**config.mk**
```make
export PLATFORM = sky130hd
export DESIGN_NAME = ram_arbiter
export DESIGN_NICKNAME = d
export VERILOG_FILES = /design/src/rtl/ram_arbiter.sv
export SDC_FILE = /design/constraint.sdc
export NUM_CORES = 1
export LEC_CHECK = 0
export CAP_MARGIN = 25
export CORE_MARGIN = 2
export CORE_UTILIZATION = 40
export DETAILED_ROUTE_END_ITERATION = 16
export PLACE_DENSITY = 0.84
export SYNTH_ARGS = -nofsm -noshare
export SYNTH_HDL_FRONTEND = slang
export SYNTH_SLANG_ARGS = --single-unit
```
**constraint.sdc**
```tcl
create_clock -name clk -period 5.3 [get_ports clk]
set_clock_uncertainty 0.05 [all_clocks]
set_input_delay 0.795 -clock clk [delete_from_list [all_inputs] [get_ports clk]]
set_output_delay 0.795 -clock clk [all_outputs]
set_load 0.1 [all_outputs]
```
**src/rtl/ram_arbiter.sv**
```systemverilog
// Two-port arbiter in front of a single-port synchronous RAM.
// Round-robin between ports A and B, with an optional bounded lock that lets
// the last winner keep the RAM for up to MAX_BURST consecutive grants.
// Out-of-range addresses are consumed without touching memory and flagged
// with a one-cycle error pulse.
module ram_arbiter #(
    parameter int DATA_W    = 19,
    parameter int ADDR_W    = 7,
    parameter int DEPTH     = 64,
    parameter int MAX_BURST = 8
) (
    input  logic              clk,
    input  logic              rst_n,
    input  logic              req_a,
    input  logic              req_b,
    input  logic              lock_a,
    input  logic              lock_b,
    input  logic              we_a,
    input  logic              we_b,
    input  logic [ADDR_W-1:0] addr_a,
    input  logic [ADDR_W-1:0] addr_b,
    input  logic [DATA_W-1:0] wdata_a,
    input  logic [DATA_W-1:0] wdata_b,
    output logic              gnt_a,
    output logic              gnt_b,
    output logic              rvalid_a,
    output logic              rvalid_b,
    output logic [DATA_W-1:0] rdata_a,
    output logic [DATA_W-1:0] rdata_b,
    output logic              err_a,
    output logic              err_b,
    output logic              mem_en,
    output logic              mem_we,
    output logic [ADDR_W-1:0] mem_addr,
    output logic [DATA_W-1:0] mem_wdata,
    input  logic [DATA_W-1:0] mem_rdata
);

    localparam int BW = $clog2(MAX_BURST + 1);
    localparam logic [ADDR_W:0] DEPTH_L = (ADDR_W + 1)'(DEPTH);
    localparam logic [BW-1:0]   MAX_L   = BW'(MAX_BURST);

    // last_gnt: 0 = port A won most recently, 1 = port B
    logic              last_gnt_q, last_gnt_d;
    // previous cycle's winner asked to keep the grant
    logic              lock_vld_q, lock_vld_d;
    logic [BW-1:0]     burst_q, burst_d;
    logic              rvalid_a_q, rvalid_a_d;
    logic              rvalid_b_q, rvalid_b_d;
    logic              err_a_q, err_a_d;
    logic              err_b_q, err_b_d;
    logic [DATA_W-1:0] rdata_a_q, rdata_a_d;
    logic [DATA_W-1:0] rdata_b_q, rdata_b_d;

    logic in_range_a, in_range_b;
    logic lock_force;
    logic mem_hit;

    assign in_range_a = ({1'b0, addr_a} < DEPTH_L);
    assign in_range_b = ({1'b0, addr_b} < DEPTH_L);

    // Arbitration: bounded lock first, then round-robin, then single requester
    always_comb begin
        gnt_a      = 1'b0;
        gnt_b      = 1'b0;
        lock_force = lock_vld_q && (burst_q < MAX_L) && (last_gnt_q ? req_b : req_a);
        if (rst_n) begin
            if (lock_force) begin
                gnt_a = ~last_gnt_q;
                gnt_b = last_gnt_q;
            end else if (req_a && req_b) begin
                gnt_a = last_gnt_q;
                gnt_b = ~last_gnt_q;
            end else begin
                gnt_a = req_a;
                gnt_b = req_b;
            end
        end
    end

    // Memory-side mux: drive the winner's command only for in-range accesses
    always_comb begin
        mem_hit   = (gnt_a && in_range_a) || (gnt_b && in_range_b);
        mem_en    = mem_hit;
        mem_we    = 1'b0;
        mem_addr  = '0;
        mem_wdata = '0;
        if (mem_hit) begin
            mem_we    = gnt_b ? we_b    : we_a;
            mem_addr  = gnt_b ? addr_b  : addr_a;
            mem_wdata = gnt_b ? wdata_b : wdata_a;
        end
    end

    // Response outputs: pulses are masked while reset is held, read data
    // passes straight through from the RAM on the valid cycle and holds after
    always_comb begin
        rvalid_a = rvalid_a_q & rst_n;
        rvalid_b = rvalid_b_q & rst_n;
        err_a    = err_a_q & rst_n;
        err_b    = err_b_q & rst_n;
        rdata_a  = rvalid_a ? mem_rdata : rdata_a_q;
        rdata_b  = rvalid_b ? mem_rdata : rdata_b_q;
    end

    // Next-state: grant history, burst counting and response scheduling
    always_comb begin
        last_gnt_d = last_gnt_q;
        lock_vld_d = 1'b0;
        burst_d    = burst_q;
        if (gnt_a || gnt_b) begin
            last_gnt_d = gnt_b;
            lock_vld_d = gnt_b ? lock_b : lock_a;
            // a repeat grant following a locked one extends the burst
            if (lock_vld_q && (gnt_b == last_gnt_q)) begin
                burst_d = (burst_q < MAX_L) ? burst_q + BW'(1) : burst_q;
            end else begin
                burst_d = BW'(1);
            end
        end
        rvalid_a_d = gnt_a && !we_a && in_range_a;
        rvalid_b_d = gnt_b && !we_b && in_range_b;
        err_a_d    = gnt_a && !in_range_a;
        err_b_d    = gnt_b && !in_range_b;
        rdata_a_d  = rdata_a;
        rdata_b_d  = rdata_b;
    end

    // State registers with synchronous active-low reset
    always_ff @(posedge clk) begin
        if (!rst_n) begin
            last_gnt_q <= 1'b1;
            lock_vld_q <= 1'b0;
            burst_q    <= '0;
            rvalid_a_q <= 1'b0;
            rvalid_b_q <= 1'b0;
            err_a_q    <= 1'b0;
            err_b_q    <= 1'b0;
            rdata_a_q  <= '0;
            rdata_b_q  <= '0;
        end else begin
            last_gnt_q <= last_gnt_d;
            lock_vld_q <= lock_vld_d;
            burst_q    <= burst_d;
            rvalid_a_q <= rvalid_a_d;
            rvalid_b_q <= rvalid_b_d;
            err_a_q    <= err_a_d;
            err_b_q    <= err_b_d;
            rdata_a_q  <= rdata_a_d;
            rdata_b_q  <= rdata_b_d;
        end
    end

endmodule
```
==> results.py, run 1 <==
metrics = {
    "clock_network": {
        "clock_path_buffers": 2,
        "cts_root_buffer": "clkbuf_8",
        "ctsHoldBuffers": 0,
        "post_cts_buffers": 0,
        "htreeDepth": 2,
        "cts_num_sinks": 48,
        "ctsResizeCount": 0,
        "cts_tree": "yes",
        "clock_latency_ns": 0.30,
        "clk_pin_slew_ns": 0.08,
        "cts_buffers": 5,
    },
    "global_route": {
        "grt_util_all_layers": 0.223,
        "antenna_found_initial": 0,
        "grt_pass1_wl_microns": 13500,
        "grt_overflow": 0,
        "grt_start_max_net_pins": 52,
        "grt_pass1_vias": 2802,
    },
    "pwr": {
        "p_switching_mw": 0.354,
        "p_sw_frac": 0.346,
        "comb_power_share": 0.380,
        "clkPwrFrac": 0.254,
        "power_leakage_nw": 2.03,
        "intPower_mw": 0.669,
        "vdd_drop_max_v": 0.000121,
        "power.density_nw_per_um2": 203,
        "power_frac_seq": 0.367,
    },
    "routing": {
        "vias": 2570,
        "dr.first_iter.drc_count": 79,
        "wl_per_cell_microns": 16.7,
        "totalWireLength_microns": 8380,
        "dr.pass1.iters": 4,
        "detail-route-antenna-nets": 0,
        "drc": 0,
        "routed_via_density": 5.12,
    },
    "floorplan": {
        "core_area_sq_um": 6790,
        "die_h_microns": 88.0,
        "top_level_ports": 151,
        "die_x_microns": 88.0,
        "num_rows": 30,
        "start_util": 0.415,
        "dieArea_sq_um": 7740,
    },
    "setup_path": {
        "regToRegStartpoint": "last_gnt_q$_SDFFE_PN1P_",
        "critPathSlowestCell": "nor3_4",
        "max_stage_delay_ns": 0.79,
        "cp-start-kind": "primary input",
        "critical_path_class": "primary input to output pin",
        "crit_arrival_ns": 3.06,
        "critPathMaxFanout": 26,
        "reg2reg_slack_ns": 3.75,
        "cp.required_ns": 4.45,
        "crit_chain": "clkdlybuf4s50_1 > nand2b_1 > mux2i_2 > nor3_4 > a32o_1 > buf_12",
        "endpoint_kind": "output pin",
        "startpoint": "req_b",
    },
    "synth": {
        "synthesis.nets": 349,
        "seq_area_frac_synth": 0.341,
        "yosys_warnings": 0,
        "ys_seq_elements": 48,
        "ys_types": 42,
        "netlist_instances": 269,
        "synth_enable_flop_cells": 0,
        "synth_area_per_cell_sq_um": 10.5,
        "netlist_area_sq_um": 2820,
        "ys_async_sr_fraction": 0,
        "synth_flop_cell": "dfxtp_1",
    },
    "timing": {
        "max_freq_mhz": 256,
        "worst_pin_slew_ns": 0.945,
        "rsz0062_at_grt": "false",
        "period_needed_ns": 3.90,
        "hold_violations": 0,
        "maxSlewViolCount": 0,
        "finalSetupViolCount": 0,
        "fin_crit_sh": 0.737,
        "max_slew_margin": 0.368,
        "finalSetupTns_ns": 0,
    },
    "finish": {
        "mostFrequentLayoutCell": "clkdlybuf4s50_1",
        "diodes": 0,
        "finalNonFillerCells": 502,
        "area_growth_syn_to_layout_pct": 78.7,
        "final_area_sq_um": 5040,
        "final_cell_mix": "clkdlybuf4s50_1 (78), buf_12 (63), dfxtp_1 (48)",
        "layout-drive-gt1-share": 0.367,
        "nets": 485,
    },
    "placement": {
        "io_buffers": 149,
        "place_area_sq_um": 4930,
        "dp_hpwl_microns": 6420,
        "gp_congestion": 0.795,
        "dp_cells": 494,
    },
    "worst_hold_path": {
        "min_from": "lock_vld_q$_SDFF_PN0_",
        "min_path_type": "flop to flop",
    },
    "outcome": {
        "outcome": "complete, no violations",
    },
    "job": {
        "cap_violations": 0,
    },
}
[kinds of logic after synthesis]
family,share of synthesized area
other,0.00133
flip-flops,0.341
AND/OR/NAND/NOR,0.157
adder cells (fa/ha/maj),0.00444
buffers and inverters,0.0541
AO/OA/AOI/OAI,0.138
multiplexers,0.305
[metrics by stage]
| stage | utilization | total power, mW | setup slack [ns] | hold WS [ns] |
|---|---|---|---|---|
| 6_report | 0.742 | 1.02 | 1.40 | 0.463 |
| 4_1_cts | 0.742 | 1.03 | 1.41 | 0.453 |
| 3_3_place_gp | 0.726 | 0.767 | 1.46 | 0.423 |
| 3_5_place_dp | 0.726 | 0.772 | 1.41 | 0.429 |
| 5_1_grt | 0.742 | 1.05 | 1.25 | 0.487 |
| 2_1_floorplan | - | 0.612 | 2.06 | 0.393 |
[layout make-up]
class                   count  area (sq um)
clock buffers               6          72.6
well taps                  96           120
repair buffers            152          2120
fillers                   458          1750
inverters                   4          20.0
clock inverters             2          35.0
flip-flops and latches     48           961
multi-input cells         194          1710
[routing by layer]
metal / wire (microns) / GRT usage / share of wire
met1: 3180 / 0.237 / 0.38
met2: 4620 / 0.437 / 0.55
met3: 438 / 0.0452 / 0.052
met4: 147 / 0.0671 / 0.018
met5: 0 / 0 / 0
[synth_stat cells, types with 2 or more instances]
master	number	area share
dfxtp_1	48	0.34
nor2b_1	41	0.091
mux2_2	40	0.16
mux2i_1	38	0.13
a32o_2	21	0.084
clkbuf_1	11	0.015
nand2_1	11	0.015
buf_2	7	0.012
a32o_1	4	0.014
nor2_1	4	0.0053
and2_1	3	0.0067
buf_6	3	0.012
nand2b_1	3	0.0067
a21boi_0	2	0.0053
a21o_1	2	0.0053
a22oi_1	2	0.0053
inv_1	2	0.0027
nand3_1	2	0.0035
o22ai_1	2	0.0044
[registers in the layout, indices dropped and copies added (netlist names)]
signal / count
rdata_a_q: 19
rdata_b_q: 19
burst_q: 4
err_a_q: 1
err_b_q: 1
last_gnt_q: 1
lock_vld_q: 1
rvalid_a_q: 1
rvalid_b_q: 1
[path summary, 6_finish.rpt]
kind                                           endpoint  cells after the start
worst max register to register  burst_q[2]$_SDFFE_PN0P_                      4
worst max-delay path                        mem_addr[1]                      6
worst min-delay path            burst_q[0]$_SDFFE_PN0P_                      1
worst min register to register  burst_q[0]$_SDFFE_PN0P_                      1
[critical path: cells and delay by family]
family	cells	cell delay [ns]
AO/OA/AOI/OAI	1	0.28
buffers and inverters	2	0.82
multiplexers	1	0.14
AND/OR/NAND/NOR	2	1.02
[power by group through the flow]
stage	Clock, mW	Sequential [mW]	Combinational [mW]
2_1_floorplan	0	0.381	0.231
3_3_place_gp	0	0.383	0.384
3_5_place_dp	0	0.383	0.389
4_1_cts	0.261	0.375	0.390
5_1_grt	0.275	0.377	0.403
6_report	0.259	0.375	0.388
Note: power is estimated with default switching activity, not from simulation.
==> run 2: changes to the inputs <==
==> constraint.sdc (replaced) <==
create_clock -name clk -period 3.6 [get_ports clk]
set_clock_uncertainty 0.05 [all_clocks]
set_input_delay 0.54 -clock clk [delete_from_list [all_inputs] [get_ports clk]]
set_output_delay 0.54 -clock clk [all_outputs]
set_load 0.1 [all_outputs]
==> run 2 against run 1 <==
Flip-flop and latch count did not move. Core utilization rose by 1.8 points. Critical path depth fell by 1. Clock power rose by 49%. Non-clock buffer count rose by 3. Global-route usage rose by 0.076 points. Largest cell class unchanged.
==> results.py, run 2 (synthesis results as in run 1) <==
metrics = {
    "clock_network": {
        "htreeDepth": 2,
        "cts_buffers": 5,
        "cts_tree": "yes",
        "clock_path_buffers": 2,
        "clock_latency_ns": 0.30,
        "post_cts_buffers": 0,
        "cts_num_sinks": 48,
        "clk_pin_slew_ns": 0.09,
        "ctsHoldBuffers": 0,
        "ctsResizeCount": 0,
        "cts_root_buffer": "clkbuf_8",
    },
    "outcome": {
        "outcome": "complete, no violations",
    },
    "routing": {
        "vias": 2598,
        "drc": 0,
        "detail-route-antenna-nets": 0,
        "wl_per_cell_microns": 16.7,
        "totalWireLength_microns": 8440,
        "dr.first_iter.drc_count": 79,
        "dr.pass1.iters": 4,
        "routed_via_density": 5.14,
    },
    "finish": {
        "final_cell_mix": "clkdlybuf4s50_1 (78), buf_12 (71), dfxtp_1 (48)",
        "diodes": 0,
        "layout-drive-gt1-share": 0.372,
        "area_growth_syn_to_layout_pct": 83.1,
        "mostFrequentLayoutCell": "clkdlybuf4s50_1",
        "nets": 488,
        "final_util": 0.760,
        "fill_cells": 442,
        "reg.largest.list": "rdata_a_q (19), rdata_b_q (19), burst_q (4)",
    },
    "floorplan": {
        "dieArea_sq_um": 7740,
        "die_x_microns": 88.0,
        "core_area_sq_um": 6790,
        "die_h_microns": 88.0,
        "top_level_ports": 151,
        "start_util": 0.415,
        "num_rows": 30,
    },
    "timing": {
        "finalSetupViolCount": 0,
        "max_freq_mhz": 307,
        "maxSlewViolCount": 0,
        "worst_pin_slew_ns": 0.929,
        "rsz0062_at_grt": "false",
        "hold_violations": 0,
        "finalWorstSetupSlack_ns": 0.344,
        "finalSetupTns_ns": 0,
        "fin_crit_sh": 0.904,
        "period_needed_ns": 3.26,
        "max_slew_margin": 0.379,
    },
    "global_route": {
        "grt_overflow": 0,
        "grt_pass1_wl_microns": 13600,
        "antenna_found_initial": 0,
        "grt_pass1_vias": 2768,
        "grt_start_max_net_pins": 47,
        "grt_util_all_layers": 0.224,
    },
    "setup_path": {
        "critPathBufInv": 2,
        "critical_path_class": "primary input to output pin",
        "endpoint_kind": "output pin",
        "critPathSlowestCell": "nor3_4",
        "crit_arrival_ns": 2.67,
        "cp-start-kind": "primary input",
        "crit_family": "simple AND/OR/NAND/NOR gates",
        "cp.required_ns": 3.01,
        "crit_chain": "clkdlybuf4s50_1 > nand2_1 > nor3_4 > a32o_1 > buf_12",
        "max_stage_delay_ns": 0.75,
        "reg2reg_slack_ns": 2.09,
        "critPathMaxFanout": 26,
    },
    "placement": {
        "dp_hpwl_microns": 6500,
        "io_buffers": 149,
        "gp_congestion": 0.748,
        "post-place-ws_ns": 0.332,
    },
    "pwr": {
        "vdd_drop_max_v": 0.000202,
        "power_leakage_nw": 2.06,
        "power.density_nw_per_um2": 295,
    },
    "worst_hold_path": {
        "min_path_type": "flop to flop",
    },
    "job": {
        "cap_violations": 0,
    },
}
-- run 2: cell types whose count changed in the layout (fill, tap and decap cells not counted), sizes merged --
cell | previous run | this run
buf | 74 | 77
-- run 2: worst paths after layout --
path / from / cells past startpoint / endpoint
worst max register to register: lock_vld_q$_SDFF_PN0_ / 4 / err_a_q$_SDFF_PN0_
worst max-delay path: req_a / 5 / mem_wdata[17]
worst min-delay path: lock_vld_q$_SDFF_PN0_ / 1 / burst_q[0]$_SDFFE_PN0P_
worst min register to register: lock_vld_q$_SDFF_PN0_ / 1 / burst_q[0]$_SDFFE_PN0P_
-- run 2: area by class of cell --
class | count | area, sq um | share of cell area
Timing Repair Buffer | 155 | 2250 | 0.435
Multi-Input combinational cell | 194 | 1710 | 0.331
Sequential cell | 48 | 961 | 0.186
Tap cell | 96 | 120 | 0.0233
Clock buffer | 6 | 72.6 | 0.0141
Clock inverter | 2 | 35.0 | 0.00679
Inverter | 4 | 20.0 | 0.00388
-- run 2: where the power goes --
group          switching, mW  internal [mW]  total (mW)
sequential           0.00887          0.543       0.552
combinational          0.338          0.247       0.584
clock                  0.180          0.206       0.387
total                  0.527          0.996        1.52
-- run 2: layer usage --
layer | vias up | GRT usage | part of all wire
li1 | 1257 | - | -
met1 | 1237 | 0.245 | 0.38
met2 | 92 | 0.425 | 0.55
met3 | 12 | 0.0575 | 0.060
met4 | 0 | 0.0601 | 0.015
met5 | - | 0 | 0
-- run 2: stage by stage --
step           instances  power, mW  hold slack, ns  cell area (sq um)
3_3_place_gp         497       1.14           0.418               5050
4_1_cts              505       1.53           0.474               5160
3_5_place_dp         497       1.15           0.448               5050
5_1_grt              505       1.58           0.491               5160
6_report             505       1.52           0.468               5160
2_1_floorplan        269      0.901           0.393               2820
==> run 3: changes to the inputs <==
--- a/config.mk
+++ b/config.mk
@@ -6,7 +6,6 @@
 export NUM_CORES = 1
 export LEC_CHECK = 0
 export CAP_MARGIN = 25
-export CORE_MARGIN = 2
 export CORE_UTILIZATION = 40
 export DETAILED_ROUTE_END_ITERATION = 16
 export PLACE_DENSITY = 0.84
==> run 3 against run 2 <==
Non-clock buffer count is the same. Highest routed layer unchanged. Die area shrank 4.5%. Global-route usage grew 0.63 points. Flip-flop and latch count is the same.
==> results.py, run 3 (synthesis results as in run 1) <==
metrics = {
    "timing": {
        "finalWorstSetupSlack_ns": 0.348,
        "period_needed_ns": 3.25,
        "max_freq_mhz": 308,
        "hold_violations": 0,
        "max_slew_margin": 0.360,
        "hold_ws_ns": 0.430,
        "maxSlewViolCount": 0,
        "finalSetupViolCount": 0,
        "finalSetupTns_ns": 0,
        "fin_crit_sh": 0.903,
        "rsz0062_at_grt": "false",
        "worst_pin_slew_ns": 0.957,
    },
    "routing": {
        "totalWireLength_microns": 8290,
        "vias": 2567,
        "dr.first_iter.drc_count": 65,
        "drc": 0,
        "detail-route-antenna-nets": 0,
        "routed_via_density": 5.08,
        "dr.pass1.iters": 4,
        "wl_per_cell_microns": 16.4,
    },
    "floorplan": {
        "core_area_sq_um": 6790,
        "start_util": 0.415,
        "die_h_microns": 86.0,
        "num_rows": 30,
        "dieArea_sq_um": 7390,
        "top_level_ports": 151,
        "die_x_microns": 86.0,
    },
    "clock_network": {
        "post_cts_buffers": 0,
        "cts_num_sinks": 48,
        "htreeDepth": 2,
        "cts_tree": "yes",
        "clock_latency_ns": 0.30,
        "cts_buffers": 5,
        "ctsHoldBuffers": 0,
        "ctsResizeCount": 0,
        "clock_path_buffers": 2,
        "clk_pin_slew_ns": 0.08,
        "cts_root_buffer": "clkbuf_8",
    },
    "global_route": {
        "grt_start_max_net_pins": 47,
        "antenna_found_initial": 0,
        "grt_util_all_layers": 0.230,
        "grt_pass1_wl_microns": 13300,
        "grt_overflow": 0,
        "grt_pass1_vias": 2728,
    },
    "worst_hold_path": {
        "min_path_type": "flop to flop",
    },
    "outcome": {
        "outcome": "complete, no violations",
    },
    "pwr": {
        "power_leakage_nw": 2.05,
        "vdd_drop_max_v": 0.000153,
        "power.density_nw_per_um2": 283,
    },
    "finish": {
        "diodes": 0,
        "mostFrequentLayoutCell": "clkdlybuf4s50_1",
        "final_cell_mix": "clkdlybuf4s50_1 (78), buf_12 (71), dfxtp_1 (48)",
        "nets": 488,
        "layout-drive-gt1-share": 0.369,
        "reg.largest.list": "rdata_a_q (19), rdata_b_q (19), burst_q (4)",
        "area_growth_syn_to_layout_pct": 82.4,
    },
    "placement": {
        "post-place-ws_ns": 0.348,
        "dp_hpwl_microns": 6350,
        "gp_congestion": 0.861,
        "io_buffers": 149,
    },
    "setup_path": {
        "crit_arrival_ns": 2.66,
        "endpoint_kind": "output pin",
        "cp.required_ns": 3.01,
        "cp-start-kind": "primary input",
        "reg2reg_slack_ns": 2.12,
        "critPathMaxFanout": 26,
        "critical_path_class": "primary input to output pin",
    },
    "job": {
        "cap_violations": 0,
    },
}
==> run 3: cell types whose count changed in the layout (fill, tap and decap cells not counted), sizes merged <==
cell	change
clkinv	-1
bufinv	-1
clkbuf	+2
==> run 3: path summary, 6_finish.rpt <==
| check | cells after the start | to | from |
|---|---|---|---|
| hold / removal | 1 | burst_q[0]$_SDFFE_PN0P_ | lock_vld_q$_SDFF_PN0_ |
| hold reg to reg | 1 | burst_q[0]$_SDFFE_PN0P_ | lock_vld_q$_SDFF_PN0_ |
| setup / recovery | 5 | mem_wdata[15] | req_a |
| setup reg to reg | 4 | burst_q[1]$_SDFFE_PN0P_ | last_gnt_q$_SDFFE_PN1P_ |
==> run 3: layout make-up <==
type	count	area, sq um
Timing Repair Buffer	155	2250
Multi-Input combinational cell	194	1710
Fill cell	433	1650
Sequential cell	48	961
Tap cell	96	120
Clock buffer	8	90.1
Inverter	4	20.0
==> run 3: metrics by stage <==
stage,total power [mW],util,area (sq um),instances
after floorplan,0.901,-,2820,269
after global placement,1.14,0.744,5050,497
after detailed placement,1.15,0.744,5050,497
after CTS,1.47,0.757,5140,505
after global routing,1.52,0.757,5140,505
final,1.46,0.757,5140,505
==> run 3: routing by layer <==
metal | GRT usage | wire, microns
met1 | 0.248 | 3210
met2 | 0.445 | 4570
met3 | 0.0404 | 377
met4 | 0.0833 | 138
met5 | 0 | 0
==> run 3: power by group <==
part	total, mW	internal, mW	switching [mW]
clock	0.322	0.157	0.165
combinational	0.584	0.247	0.338
sequential	0.552	0.543	0.00849
==> run 3: critical path: stages <==
cell,delay [ns]
clkdlybuf4s50_1,0.67
nand2_1,0.20
nor3_4,0.77
a32o_2,0.29
buf_12,0.19
